===== config.mk =====
export PLATFORM = sky130hd
export DESIGN_NAME = alg_amba_vip_apbarb
export DESIGN_NICKNAME = d
export VERILOG_FILES = /design/src/rtl/alg_amba_vip_apb_pkg.sv /design/src/rtl/alg_amba_vip_rr_arbiter.sv /design/src/rtl/alg_amba_vip_apbarb.sv
export SDC_FILE = /design/constraint.sdc
export NUM_CORES = 1
export LEC_CHECK = 0
export CAP_MARGIN = 10
export CORE_MARGIN = 1
export CORE_UTILIZATION = 42
export CTS_CLUSTER_SIZE = 30
export DETAILED_ROUTE_END_ITERATION = 10
export GPL_TIMING_DRIVEN = 0
export PLACE_DENSITY = 0.86
export SLEW_MARGIN = 20
export SYNTH_ARGS = -nofsm -noshare
export SYNTH_HDL_FRONTEND = slang
export SYNTH_SLANG_ARGS = --single-unit
export TNS_END_PERCENT = 10

===== constraint.sdc =====
create_clock -name clk -period 2.2 [get_ports clk]
set_input_delay 0.55 -clock clk [delete_from_list [all_inputs] [get_ports clk]]
set_output_delay 0.55 -clock clk [all_outputs]
set_load 0.01 [all_outputs]

===== src/rtl/alg_amba_vip_apb_pkg.sv =====
// ---------------------------------------------------------------------------
// alg_amba_vip_apb_pkg
// Shared types and constants for the APB arbiter slice.
//   apb_arb_state_e : transfer sequencing states of the arbiter
//   APB_DW          : APB data width used on every port
//   id_width()      : width of a requester index for a given requester count
// ---------------------------------------------------------------------------
package alg_amba_vip_apb_pkg;

    localparam int APB_DW = 32;

    typedef enum logic [1:0] {
        S_IDLE,
        S_SETUP,
        S_ACCESS,
        S_RESP
    } apb_arb_state_e;

    // A single requester still needs a 1-bit index so the port is never zero-width.
    function automatic int id_width(input int n);
        return (n == 1) ? 1 : $clog2(n);
    endfunction

endpackage


===== src/rtl/alg_amba_vip_rr_arbiter.sv =====
// ---------------------------------------------------------------------------
// alg_amba_vip_rr_arbiter
// Round-robin selector with a last-grant pointer.
//   clk, rstn  : clock, asynchronous active-low reset
//   req        : request vector (already masked by the caller)
//   advance    : accept the current grant and move the pointer onto it
//   gnt        : index of the first requester after the last grant
//   gnt_valid  : at least one request is present
// The pointer resets to N-1 so that index 0 has highest priority first.
// ---------------------------------------------------------------------------
module alg_amba_vip_rr_arbiter
    import alg_amba_vip_apb_pkg::*;
#(
    parameter int N = 2,
    localparam int IW = id_width(N)
) (
    input  logic          clk,
    input  logic          rstn,
    input  logic [N-1:0]  req,
    input  logic          advance,
    output logic [IW-1:0] gnt,
    output logic          gnt_valid
);

    logic [IW-1:0] last;
    logic [IW-1:0] idx;
    int            cand;

    // Search last+1, last+2, ... wrapping modulo N; the first hit wins.
    always_comb begin
        gnt       = '0;
        gnt_valid = 1'b0;
        cand      = 0;
        idx       = '0;
        for (int i = 1; i <= N; i++) begin
            cand = (int'(last) + i) % N;
            idx  = IW'(cand);
            if (!gnt_valid && req[idx]) begin
                gnt_valid = 1'b1;
                gnt       = idx;
            end
        end
    end

    // The pointer only moves when the caller actually commits a grant.
    always_ff @(posedge clk or negedge rstn) begin
        if (!rstn) begin
            last <= IW'(N - 1);
        end else if (advance && gnt_valid) begin
            last <= gnt;
        end
    end

endmodule


===== src/rtl/alg_amba_vip_apbarb.sv =====
// ---------------------------------------------------------------------------
// alg_amba_vip_apbarb
// N-to-1 round-robin APB arbiter; one fully registered transfer at a time.
//   clk, rstn                     : clock, asynchronous active-low reset
//   cfg_enable                    : per-requester enable mask
//   req_psel/penable/pwrite       : upstream APB control, one bit per requester
//   req_pwdata, req_paddr         : upstream write data / address, flattened
//   req_prdata/pready/pslverr     : upstream completion, one-cycle pulse
//   m_psel/penable/pwrite/pwdata/paddr : downstream APB request
//   m_prdata/pready/pslverr       : downstream APB response
//   gnt_id                        : current or last granted requester
//   busy                          : a transfer is in progress
// ---------------------------------------------------------------------------
module alg_amba_vip_apbarb
    import alg_amba_vip_apb_pkg::*;
#(
    parameter int NUM_MASTERS = 2,
    parameter int ADDR_WIDTH  = 22,
    localparam int ID_W = id_width(NUM_MASTERS)
) (
    input  logic                          clk,
    input  logic                          rstn,
    input  logic [NUM_MASTERS-1:0]        cfg_enable,
    input  logic [NUM_MASTERS-1:0]        req_psel,
    input  logic [NUM_MASTERS-1:0]        req_penable,
    input  logic [NUM_MASTERS-1:0]        req_pwrite,
    input  logic [NUM_MASTERS*32-1:0]     req_pwdata,
    input  logic [NUM_MASTERS*ADDR_WIDTH-1:0] req_paddr,
    output logic [NUM_MASTERS*32-1:0]     req_prdata,
    output logic [NUM_MASTERS-1:0]        req_pready,
    output logic [NUM_MASTERS-1:0]        req_pslverr,
    output logic                          m_psel,
    output logic                          m_penable,
    output logic                          m_pwrite,
    output logic [31:0]                   m_pwdata,
    output logic [ADDR_WIDTH-1:0]         m_paddr,
    input  logic [31:0]                   m_prdata,
    input  logic                          m_pready,
    input  logic                          m_pslverr,
    output logic [ID_W-1:0]               gnt_id,
    output logic                          busy
);

    apb_arb_state_e          state;
    apb_arb_state_e          state_n;
    logic [NUM_MASTERS-1:0]  eligible;
    logic [ID_W-1:0]         rr_gnt;
    logic                    rr_valid;
    logic                    advance;
    logic                    win_write;
    logic [APB_DW-1:0]       win_wdata;
    logic [ADDR_WIDTH-1:0]   win_addr;
    logic                    penable_unused;

    // The upstream penable level is deliberately not checked.
    assign penable_unused = ^req_penable;

    assign eligible = req_psel & cfg_enable;
    assign busy     = (state != S_IDLE);

    alg_amba_vip_rr_arbiter #(
        .N (NUM_MASTERS)
    ) u_rr (
        .clk       (clk),
        .rstn      (rstn),
        .req       (eligible),
        .advance   (advance),
        .gnt       (rr_gnt),
        .gnt_valid (rr_valid)
    );

    // Mux the winning requester's request fields out of the flattened buses.
    always_comb begin
        win_write = 1'b0;
        win_wdata = '0;
        win_addr  = '0;
        for (int i = 0; i < NUM_MASTERS; i++) begin
            if (rr_gnt == ID_W'(i)) begin
                win_write = req_pwrite[i];
                win_wdata = req_pwdata[i*APB_DW +: APB_DW];
                win_addr  = req_paddr[i*ADDR_WIDTH +: ADDR_WIDTH];
            end
        end
    end

    // State register.
    always_ff @(posedge clk or negedge rstn) begin
        if (!rstn) begin
            state <= S_IDLE;
        end else begin
            state <= state_n;
        end
    end

    // Next-state logic; arbitration is only committed from idle.
    always_comb begin
        state_n = state;
        advance = 1'b0;
        case (state)
            S_IDLE: begin
                if (rr_valid) begin
                    advance = 1'b1;
                    state_n = S_SETUP;
                end
            end
            S_SETUP:  state_n = S_ACCESS;
            S_ACCESS: if (m_pready) state_n = S_RESP;
            S_RESP:   state_n = S_IDLE;
            default:  state_n = S_IDLE;
        endcase
    end

    // Registered downstream request and upstream completion. Address and
    // write data are left holding after completion; only psel/penable drop.
    // The response state clears the upstream pulse, which also gives the
    // finished requester a cycle to drop psel before the next arbitration.
    always_ff @(posedge clk or negedge rstn) begin
        if (!rstn) begin
            m_psel      <= 1'b0;
            m_penable   <= 1'b0;
            m_pwrite    <= 1'b0;
            m_pwdata    <= '0;
            m_paddr     <= '0;
            gnt_id      <= '0;
            req_pready  <= '0;
            req_pslverr <= '0;
            req_prdata  <= '0;
        end else begin
            case (state)
                S_IDLE: begin
                    if (rr_valid) begin
                        gnt_id    <= rr_gnt;
                        m_pwrite  <= win_write;
                        m_pwdata  <= win_wdata;
                        m_paddr   <= win_addr;
                        m_psel    <= 1'b1;
                        m_penable <= 1'b0;
                    end
                end
                S_SETUP: begin
                    m_penable <= 1'b1;
                end
                S_ACCESS: begin
                    if (m_pready) begin
                        m_psel    <= 1'b0;
                        m_penable <= 1'b0;
                        for (int i = 0; i < NUM_MASTERS; i++) begin
                            if (gnt_id == ID_W'(i)) begin
                                req_pready[i]                  <= 1'b1;
                                req_pslverr[i]                 <= m_pslverr;
                                req_prdata[i*APB_DW +: APB_DW] <= m_prdata;
                            end
                        end
                    end
                end
                S_RESP: begin
                    req_pready  <= '0;
                    req_pslverr <= '0;
                    req_prdata  <= '0;
                end
                default: ;
            endcase
        end
    end

endmodule


---- Word level (Yosys, flattened, before mapping) ----
Index checks and enable logic that the tools add are counted.
word-level totals
  register bits ........................... 129
cells by class
  mux-type cells .......................... 33
  bitwise operators ....................... 1
  add/subtract/negate cells ............... 2
  equal/unequal tests ..................... 7
  reductions and logical operators ........ 14
  $lt $le $gt $ge ......................... 2
operators with widths
  kind                                                                           number
  64-bit one-hot mux with 2 select lines                                         1
  32-bit two-way mux                                                             3
  64-bit two-way mux                                                             1
  22-bit two-way mux                                                             1
  1-bit two-way mux                                                              18
  3-bit AND reduction                                                            4
  2-bit two-way mux                                                              4
  2-bit one-hot mux with 2 select lines                                          2
  2-bit one-hot mux with 4 select lines                                          1
  2-bit inequality test (second input constant)                                  3
  2-bit nonzero test                                                             3
  2-bit == test (second input constant)                                          2
  1-bit by 2-bit less-than comparator with 1-bit output (second input constant)  2
  2-bit AND reduction                                                            2
  1-bit one-hot mux with 3 select lines                                          1
  3-bit nonzero test                                                             1
  1-bit adder (second input constant)                                            2
  2-bit bitwise AND                                                              1
  2-bit by 1-bit == test with 1-bit output (second input constant)               1
  1-bit logical AND                                                              2
  2-bit zero test                                                                1
  2-bit by 1-bit inequality test with 1-bit output (second input constant)       1
  1-bit one-hot mux with 2 select lines                                          1
  1-bit zero test                                                                1

---- Longest topological paths before layout ----
  depth in word-level cells ............... 10
  mapped depth ............................ 7

---- Cells and area by module ----
From an unflattened synthesis, not the netlist that was laid out.
second synthesis, totals
  cell total of the unflattened synthesis .. 464
  area, all modules ....................... 5715.5 µm²
modules (own cells, without submodules)
  module                   area each (µm²)  times used  cells each
  alg_amba_vip_apbarb      5664.2           1           459
  alg_amba_vip_rr_arbiter  51.3             1           5

---- Least setup slack after synthesis ----
Ideal clock, no wire load.
  kind .................................... reg2reg
  start ................................... register state[0]
  end ..................................... register req_prdata[12]
  data required time ...................... 2.075 ns
  path slack .............................. 0.550 ns
  data arrival time ....................... 1.524 ns
  clock period less this slack ............ 1.650 ns
  stages on the path, launching flop included .. 7
  cell sequence ........................... dfrtp_1 > inv_1 > ha_1 > nand2_2 > o21ai_4 > buf_8 > mux2_4
between the ends
  longest elaborated chain between the ends .. 3
RTL lines
  item                                                                          line                        source
  from (decl)                                                                   alg_amba_vip_apbarb.sv:44   apb_arb_state_e state;
  from (signal assigned)                                                        alg_amba_vip_apbarb.sv:91   state <= state_n;
  2-bit == test                                                                 alg_amba_vip_apbarb.sv:129  case (state)
  2-bit inequality test (no line) / 2-bit nonzero test (equally long branches)  -
  3-bit AND reduction (no line)                                                 -
  to (signal, indexed assignment)                                               alg_amba_vip_apbarb.sv:151  req_prdata[i*APB_DW +: APB_DW] <= m_prdata;
  to (decl)                                                                     alg_amba_vip_apbarb.sv:29   output logic [NUM_MASTERS*32-1:0] req_prdata,
Several ways; a longest one is shown, not always the timed one.
A chain may end at the register's enable or synchronous reset.

---- Worst setup path after layout ----
  start ................................... register state[0]
  end ..................................... output busy
between the ends
  longest elaborated chain between the ends .. 1
RTL lines
  item                line                       source
  2-bit nonzero test  alg_amba_vip_apbarb.sv:59  assign busy = (state != S_IDLE);
  to (decl)           alg_amba_vip_apbarb.sv:41  output logic busy
No other way between the ends.

==> reports/qor.yml <==
finish:
  layout.cells.non_filler: 1033
  drive_gt1_share_pct: 16.18
  layout_commonest_cell: "clkdlybuf4s50_1"
  diodes: 0
  layout_common_cells: "clkdlybuf4s50_1 (274), dfrtp_1 (128), o21ai_0 (56), a21oi_1 (56)"
  layout.nets: 996
  final_core_utilization_pct: 69.79
  synthToLayoutAreaGrowth_pct: 59.80
logic_synthesis:
  ys_warn_count: 0
  synth_seq_cells: 129
  syn_area_per_cell_um2: 11.36
  yosysTopAreaCellShare_pct: 52.23
  yosys.area.top_type: "dfrtp_1"
  syn_nets: 696
  synthCells: 540
  syn_area_um2: 6132
  synth_cell_types: 36
  yosysSeqAreaShare_pct: 52.66
  yosys-top-cells-area: "dfrtp_1 (52%), mux2_4 (8.1%), mux2_2 (6.1%)"
sta:
  worstMarginPinSlew_ns: 0.4947
  setup_viol: 0
  max_clock_freq_ghz: 0.4827
  fin_crit_ns: 2.072
  rsz0062_at_grt: "no"
  fin_setup_tns_ns: 0
  hold_violations: 0
  fin_skew_ns: 0.008017
  period_share_pct: 94.17
  slew_violations: 0
  timing.slew.headroom_pct: 66.99
placement:
  portBuffers: 276
  dp.cells: 997
  dpl.hpwl_um: 14170
  gp_congestion: 0.9008
global_route:
  grt_first_pass_wirelength_um: 29740
  grt_usage_pct: 26.13
  grt-ovfl-total: 0
  antenna_found_initial: 0
  grt_max_degree: 79
  grt_pass1_vias: 5562
setup_path:
  slowest_stage: "dfrtp_1"
  timing.rr.start: "state[0]"
  start_kind: "flop"
  path_class: "reg -> out"
  cp-startpoint: "state[0]"
  reg2reg_to: "req_prdata[30]"
  crit_path_frequent_cell: "inv_1"
  crit_required_ns: 1.65
  worst-path-max-fanout: 5
  cp-end-kind: "primary output"
  cp-endpoint: "busy"
  cp_data_arrival_time_ns: 1.52
  rr_worst_depth: 6
  crit_chain: "inv_1, ha_1, buf_6, inv_1, dlygate4sd2_1"
  ff2ff_setup_slack_ns: 0.38
  slowest_delay_ns: 0.35
drt:
  drc: 0
  drtIter0Drc: 336
  route.antenna.remaining_nets: 0
  drt-total-wl_um: 19580
  vias_per_cell: 5.519
  firstDrtPassIters: 5
  wl_per_cell_um: 18.96
  via_count: 5701
floorplanning:
  die_h_um: 122.8
  fp.dieW_um: 122.8
  start_util_pct: 43.67
  pin_count: 279
  die_area_um2: 15090
  std_cell_rows: 43
  fp.coreArea_um2: 14040
pwr:
  ir_drop_mv: 0.6989
  cellPowerDensity_nw_per_um2: 1466
  total_power_uw: 14370
  p_leak_uw: 0.003994
min_path:
  hold_class: "in -> async"
clock_network:
  cts_max_path_buffers: 2
  ctsHoldBuffers: 0
  cts_made_buffers: 17
  path_clk_slew_ns: 0.06
  cts_tree: "built"
  root_buffer: "clkbuf_16"
  cts.sinks: 129
  cts-htree-levels: 4
  clk_latency_ns: 0.41
run:
  maxCapViolations: 0
run_status:
  outcome: "finished clean"
-- metrics by stage --
stage | setup WS (ns) | instance area, um2 | hold slack (ns)
global route | 0.03251 | 9799 | 0.05301
finish | 0.1282 | 9799 | 0.03573
global placement | -4.486 | 9120 | 0.4688
floorplan | 0.5504 | 6132 | 0.2544
CTS | 0.0003119 | 9773 | 0.04326
detailed placement | -0.1654 | 9153 | 0.4827
-- cells by family after synthesis --
kind of cell / share of synthesized area, %
adder cells (fa/ha/maj): 0.8162
flip-flops: 52.66
AND/OR/NAND/NOR: 10.53
AO/OA/AOI/OAI: 15.94
buffers and inverters: 5.223
multiplexers: 14.83
-- final cells by class --
class | count | area (um2)
Timing Repair Buffer | 281 | 2824
Multi-Input combinational cell | 350 | 2582
Buffer | 56 | 307.8
Tap cell | 180 | 225.2
Clock inverter | 12 | 155.1
Fill cell | 1004 | 4243
Inverter | 5 | 18.77
Clock buffer | 20 | 456.7
Sequential cell | 129 | 3229
-- cells in the mapped netlist, drive strengths merged --
master    n
a22o      3
o22a      1
and3      1
o21ai    57
a21oi    56
mux2     68
nand4    55
dfstp     1
buf      33
nor2      3
a31oi    55
a211oi    1
a22oi     1
mux2i     2
dfrtp   128
nand2b    1
ha        4
and2b     8
o22ai     1
nand2     4
nor2b    26
clkbuf   23
nand3     3
inv       5
-- worst min path at each step --
stage,start,end,slack (ns)
2_1_floorplan,rstn,gnt_id,0.25
3_3_place_gp,req_prdata[60],req_prdata[60],0.47
3_5_place_dp,req_prdata[60],req_prdata[60],0.48
4_1_cts,rstn,req_prdata[19],0.04
5_1_grt,rstn,req_prdata[12],0.05
6_report,rstn,req_prdata[44],0.04
-- state kept, by name (all words and copies together) (netlist names) --
| signal | flops |
|---|---|
| gnt_id | 1 |
| m_paddr | 22 |
| m_penable | 1 |
| m_psel | 1 |
| m_pwdata | 32 |
| m_pwrite | 1 |
| req_prdata | 64 |
| req_pready | 2 |
| req_pslverr | 2 |
| state | 2 |
| u_rr.last | 1 |
-- report_power, final --
part           switching [uW]  total (uW)  internal, uW
Sequential                706        4300          3600
Combinational            3030        7150          4120
Clock                    1060        2910          1850
Total                    4800       14400          9560
-- worst max-delay path: cells and delay by family, from the launching register on --
kind	cells	cell delay, ns
buffers and inverters	4	0.55
flip-flops	1	0.35
adder cells (fa/ha/maj)	1	0.20
-- repair_timing --
item / in CTS / in global routing
setup endpoints to repair: 1 / 1
resized for setup: 2 / 1
buffers inserted: 1 / 3
endpoints found under the hold margin: 0 / 0
-- per-layer routing --
| layer | global-route usage, % | wire, um |
|---|---|---|
| met1 | 31.11 | 7948 |
| met2 | 43.61 | 9550 |
| met3 | 8.411 | 1621 |
| met4 | 10.29 | 461 |
| met5 | 0 | 0 |
Power figures use the tool's default switching activity.
